File: src/rtl/drum_pkg.sv
// Shared types and default constants for the drum stick pipeline.
package drum_pkg;

  typedef enum logic [1:0] {
    IDLE     = 2'd0,
    READY    = 2'd1,
    SWING    = 2'd2,
    COOLDOWN = 2'd3
  } det_state_e;

  localparam int SWING_THRESH_DEF   = 2000;
  localparam int RELEASE_THRESH_DEF = 500;
  localparam int MAX_SWING_DEF      = 64;
  localparam int COOLDOWN_DEF       = 150000;

endpackage

File: src/rtl/strike_detector.sv
// Detects downward stick swings from pitch rate and emits strikes.
module strike_detector
  import drum_pkg::*;
#(
  parameter int SWING_THRESH      = SWING_THRESH_DEF,
  parameter int RELEASE_THRESH    = RELEASE_THRESH_DEF,
  parameter int MAX_SWING_SAMPLES = MAX_SWING_DEF,
  parameter int COOLDOWN_CYCLES   = COOLDOWN_DEF
) (
  input  logic        clk,
  input  logic        rst_n,
  input  logic        initialized,
  input  logic        gyro_valid,
  input  logic [15:0] gyro_y,
  output logic        strike,
  output logic [6:0]  strike_velocity,
  output logic [7:0]  strike_count,
  output logic [1:0]  state_dbg
);

  localparam int CW = $clog2(COOLDOWN_CYCLES + 1);
  localparam int SW = $clog2(MAX_SWING_SAMPLES + 1);

  localparam logic [14:0] SW_T = 15'(SWING_THRESH);
  localparam logic [14:0] RL_T = 15'(RELEASE_THRESH);
  localparam logic [SW-1:0] MAX_S = SW'(MAX_SWING_SAMPLES);
  localparam logic [CW-1:0] CD_LD = CW'(COOLDOWN_CYCLES - 1);

  det_state_e   state;
  logic [14:0]  peak;
  logic [SW-1:0] sample_cnt;
  logic [CW-1:0] cd_cnt;

  logic [14:0]  down;
  logic [15:0]  neg_y;
  logic [SW-1:0] cnt_nx;
  logic [6:0]   vel;

  assign neg_y = 16'(-gyro_y);

  always_comb begin
    down = 15'd0;
    if (gyro_y == 16'h8000)
      down = 15'h7fff;
    else if (gyro_y[15])
      down = neg_y[14:0];
  end

  assign cnt_nx = sample_cnt + 1'b1;
  assign vel = (peak[14:8] == 7'd0) ? 7'd1 : peak[14:8];
  assign state_dbg = state;

  always_ff @(posedge clk or negedge rst_n) begin
    if (!rst_n) begin
      state           <= IDLE;
      peak            <= '0;
      sample_cnt      <= '0;
      cd_cnt          <= '0;
      strike          <= 1'b0;
      strike_velocity <= '0;
      strike_count    <= '0;
    end else begin
      strike <= 1'b0;
      if (!initialized) begin
        state      <= IDLE;
        peak       <= '0;
        sample_cnt <= '0;
        cd_cnt     <= '0;
      end else begin
        unique case (state)
          IDLE: state <= READY;
          READY: begin
            if (gyro_valid && down >= SW_T) begin
              state      <= SWING;
              peak       <= down;
              sample_cnt <= SW'(1);
            end
          end
          SWING: begin
            if (gyro_valid) begin
              sample_cnt <= cnt_nx;
              if (down > peak)
                peak <= down;
              if (down < RL_T) begin
                state           <= COOLDOWN;
                cd_cnt          <= CD_LD;
                strike          <= 1'b1;
                strike_velocity <= vel;
                strike_count    <= strike_count + 8'd1;
              end else if (cnt_nx == MAX_S) begin
                state <= READY;
              end
            end
          end
          COOLDOWN: begin
            if (cd_cnt == '0)
              state <= READY;
            else
              cd_cnt <= cd_cnt - 1'b1;
          end
          default: state <= IDLE;
        endcase
      end
    end
  end

endmodule
File: config.mk
export PLATFORM = sky130hd
export DESIGN_NAME = strike_detector
export DESIGN_NICKNAME = d
export VERILOG_FILES = /design/src/rtl/drum_pkg.sv /design/src/rtl/strike_detector.sv
export SDC_FILE = /design/constraint.sdc
export NUM_CORES = 1
export LEC_CHECK = 0
export BUFFER_PORTS_ARGS = -buffer_cell sky130_fd_sc_hd__buf_2
export CORE_UTILIZATION = 65
export CTS_CLUSTER_SIZE = 24
export DETAILED_ROUTE_END_ITERATION = 8
export PLACE_DENSITY = 0.84
export SETUP_SLACK_MARGIN = 0.1
export SLEW_MARGIN = 5
export SYNTH_ARGS = -nofsm -noshare
export SYNTH_HDL_FRONTEND = slang
export SYNTH_SLANG_ARGS = --single-unit
File: constraint.sdc
create_clock -name clk -period 8.66 [get_ports clk]
set_input_delay 1.732 -clock clk [delete_from_list [all_inputs] [get_ports clk]]
set_output_delay 1.732 -clock clk [all_outputs]
set_load 0.1 [all_outputs]
Yosys cells after proc, flatten, opt, wreduce, memory -nomap -nowiden. Cells that the tools add are included.

Register bits: 58. Input bits: 20. Output and inout bits: 18.

Add/sub/neg operators: 4. Order comparisons: 3. Equal/unequal tests: 14. Multiplexer cells: 28. Reductions and logical operators: 9.

Operator list (number): two-way mux 15 bit (6); two-way mux 18 bit (4); case mux 18 bit (2 select lines) (1); case mux 15 bit (2 select lines) (1); two-way mux 7 bit (4); logical NOT 18 bit (1); inequality test 3 bit (second input constant) (6); subtractor 18 x 1 -> 18 bit (second input constant) (1); == test 16 bit (second input constant) (1); AND reduction 4 bit (4); >= comparator 15 x 11 -> 1 bit (second input constant) (1); > comparator 15 bit (1); < comparator 15 x 9 -> 1 bit (second input constant) (1); negator 15 bit (1); case mux 7 bit (2 select lines) (1); two-way mux 2 bit (6); adder 8 x 1 -> 8 bit (second input constant) (1); case mux 2 bit (4 select lines) (1); adder 7 x 1 -> 7 bit (second input constant) (1); == test 7 bit (second input constant) (1); logical NOT 7 bit (1); inequality test 3 x 1 -> 1 bit (second input constant) (2); == test 2 bit (second input constant) (2); two-way mux 1 bit (4); other kinds (5) (5).

Longest topological paths before layout.
Word-level depth: 8. Mapped depth: 18. Depth with buffers taken out: 15.

Worst setup path after synthesis. Ideal clock, no wire load.

Path type: input-to-reg. From: in gyro_y[0]. To: reg peak[10]. Setup time: 0.122 ns. Arrival: 5.215 ns. Required time: 8.538 ns. Slack: 3.323 ns. Stages: 18. Path through: inv_1 > ha_1 > or4b_4 > buf_2 > nor3_1 > nand2_1 > clkbuf_1 > nand2_1 > ha_1 > nand4_1 > nor4_1 > or4_1 > a21oi_1 > o21ai_0 > a31o_2 > buf_1 > a21o_1 > a32o_1.

Word-level cells in the longest chain between the ends: 7.

Ends and longest elaborated chain: start, declared (RTL line strike_detector.sv:14) `input logic [15:0] gyro_y,`; negator 15 bit (RTL line strike_detector.sv:39) `assign neg_y = 16'(-gyro_y);`; two-way mux 15 bit (RTL line strike_detector.sv:45) `else if (gyro_y[15])`; two-way mux 15 bit * (RTL line strike_detector.sv:43) `if (gyro_y == 16'h8000)`; >= comparator 15 x 11 -> 1 bit / two-way mux 15 bit (equally long branches) (RTL line strike_detector.sv:73, strike_detector.sv:82); logical AND 1 bit / two-way mux 15 bit (equally long branches) (RTL line strike_detector.sv:73, strike_detector.sv:80); inequality test 3 bit (no source line) / case mux 15 bit (2 select lines) (equally long branches); AND reduction 4 bit (no source line) / two-way mux 15 bit (equally long branches); end signal, assigned (RTL line strike_detector.sv:75) `peak <= down;`; end signal, assigned (RTL line strike_detector.sv:83) `peak <= down;`; end, declared (RTL line strike_detector.sv:30) `logic [14:0] peak;`.

Every way passes the cells marked *; elsewhere a longest branch is shown, timed or not. The select of a mux whose other input is x is not followed. A chain may end at the register's enable or synchronous reset.

Worst setup path in the final report.
From: in gyro_y[0]. To: reg peak[1].

Same word-level chain as after synthesis.

==> flow_summary.ini <==
[status]
status = completed

[sta]
max_freq_mhz = 184
fin_setup_tns_ns = 0
finalMaxSlewViolations = 0
setup_viol = 0
hold_violations = 0
skew_ns = 0.00463
period_share_pct = 62.9
rsz0062_at_grt = no
relSlewSlack_pct = 50.2
tightest_slew_ns = 0.747
period_needed_ns = 5.44

[layout]
syn_to_final_growth_pct = 10.2
diodes = 0
fin_cells = 591
seq_area_um2 = 1450
nNetsFinal = 552
multi_input_comb_area_um2 = 2350
drive_gt1_share_pct = 14.5
fill_cells = 440

[place]
placed_cells = 575
routabilityCongestion = 0.939
portBuffers = 37
hpwlAfterDp_um = 6480

[setup_path]
crit_fanout = 13
cp.arrival_ns = 5.69
crit_required_ns = 8.91
worstSetupPathType = input pin to flop
crit_path_end_kind = flop
startpoint_type = input pin

[route]
num_vias = 3762
via_per_inst = 6.37
wl_um = 9430
route.detailed.drc = 0
avgRoutedWirePerCell_um = 16.0
antenna_left = 0
drt_iter0_drc = 271
drt_first_pass_iters = 5

[global_routing]
top_usage_layer = met2
grt_max_degree = 59
grt_usage_pct = 31.4
grt_pass1_wl_um = 15700
grtUsageMet1_pct = 41.4
met3_usage_pct = 5.45
use_met2_pct = 49.4
antenna_found_initial = 0
grt_overflow = 0
grt_pass1_vias = 3451

[floorplan]
die_h_um = 80.7
rows = 28
initial_core_util_pct = 67.5
die-area_um2 = 6510
core_um2 = 5960
die_w_um = 80.7
io_pins = 38

[yosys]
synthesis.nets = 531
syn_area_per_cell_um2 = 8.21
synth_seq_cells = 58
syn_area_um2 = 4020
netlist.area_leader.share_pct = 36.1
yosysMostFrequentCell = nand2_1
ys_async_sr_fraction_pct = 100
synthTopCellsByCount = nand2_1, dfrtp_1, o21ai_0
postSynthCellCount = 490
ys_top_cells_by_area = dfrtp_1, ha_1, nand2_1
synth_edf_count = 0
synth_area_leader_cell = dfrtp_1
ys_warn_count = 0
synth-main-ff-cell = dfrtp_1
yosys.cell_types.count = 58
ys_seq_area_share_pct = 36.1

[clock_network]
cts_root_buf = clkbuf_8
clock_tree.buffer_depth = 2
htreeDepth = 3
cts_num_sinks = 58
cts_made_buffers = 9
cts_setup_buffers = 0
cts_resized = 0
worst_skew_pair.late_latency_ns = 0.34
cts_tree = built
postCtsHoldBufs = 0
path_clk_slew_ns = 0.07

[pwr]
p_per_area_nw_per_um2 = 199
ir_drop_uv = 170
p_leak_nw = 1.99

[worst_hold_path]
hold_path_class = flop to flop

[run]
drv_cap = 0
## routing by layer
metal,part of all wire [%],up-vias,wire length [µm]
met5,0,-,0
met4,3.4,0,320
met3,4.4,32,418
met2,47,128,4480
met1,45,1787,4220
li1,-,1815,-
## through the flow
stage	total power, mW	cell area, µm²	worst slack [ns]	utilization [%]	hold slack [ns]
after floorplan	0.508	4020	3.32	-	0.466
after global placement	0.554	4180	3.00	70.2	0.457
after detailed placement	0.562	4180	2.89	70.2	0.461
after CTS	0.878	4430	3.23	74.4	0.474
after global routing	0.919	4430	2.90	74.4	0.500
final	0.880	4430	3.22	74.4	0.475
## area by class of cell
| class | count | area share (%) |
|---|---|---|
| inverter | 23 | 1.98 |
| multi-input combinational | 380 | 53.0 |
| clock buffer | 11 | 3.42 |
| clock inverter | 5 | 2.26 |
| sequential | 58 | 32.7 |
| timing repair buffer | 39 | 4.52 |
| tap | 75 | 2.12 |
## sequential cells by signal, summed over array words and instances (netlist names)
name and count:
strike_count 8, peak 15, state_dbg 2, sample_cnt 7
cd_cnt 18, strike 1, strike_velocity 7
## logic make-up after synthesis
kind of cell / after synthesis / synth area share, %
XOR/XNOR: 16 / 3.48
AND/OR/NAND/NOR: 217 / 29.1
adder cells (fa/ha/maj): 21 / 6.53
buffers and inverters: 52 / 5.57
flip-flops: 58 / 36.1
AO/OA/AOI/OAI: 123 / 18.4
multiplexers: 3 / 0.809
## cells in the final DEF, fill, tap and decap left out, types with 2 or more instances in the layout
cell and instances:
and3_1 13, nand2b_1 9, o22ai_1 2, a31oi_1 5, or4_1 10, nor2b_1 4, nand3_1 22, or3_1 11
nor3b_1 3, a32o_1 5, o211ai_1 5, nand4_1 6, a21o_1 4, xor2_1 9, o21ai_1 2, clkinv_2 3
or2_2 7, clkbuf_8 11, nand2_1 68, o31ai_1 5, nand3_2 2, xnor2_1 7, o21ai_0 42, nand3b_1 2
nor3_1 11, bufinv_16 3, a22oi_1 4, mux2_2 2, a21oi_1 36, o21a_1 3, ha_1 21, nor4_1 12
dfrtp_1 58, buf_4 2, a31o_2 3, inv_1 21, nor2_1 27, buf_2 37
## worst max-delay path, stage by stage
cell and delay, ns:
buf_2 0.13, inv_1 0.06, ha_1 0.26, or4b_4 0.57, or4_1 0.52, a31o_1 0.26
ha_1 0.31, nand3_1 0.11, nor4_1 0.06, or4_1 0.46, a21oi_1 0.16, o21ai_0 0.10
a31o_2 0.34, or2_0 0.37, o21ai_0 0.25
## path summary, 6_finish.rpt
kind | start | to | slack, ns | cells after the start
max in group asynchronous | rst_n | sample_cnt[0] | 6.63 | 2
hold / removal | strike_count[7] | strike_count[7] | 0.47 | 1
setup / recovery | gyro_y[0] | peak[1] | 3.22 | 15
setup reg to reg | cd_cnt[0] | cd_cnt[14] | 5.44 | 10
min in group asynchronous | rst_n | strike_count[1] | 1.53 | 2
hold reg to reg | strike_count[7] | strike_count[7] | 0.47 | 1
## power by group
group | total, mW | switching [mW] | internal [mW]
Combinational | 0.243 | 0.172 | 0.0715
Clock | 0.318 | 0.112 | 0.206
Sequential | 0.318 | 0.0238 | 0.294
(Power assumes the default switching activity.)
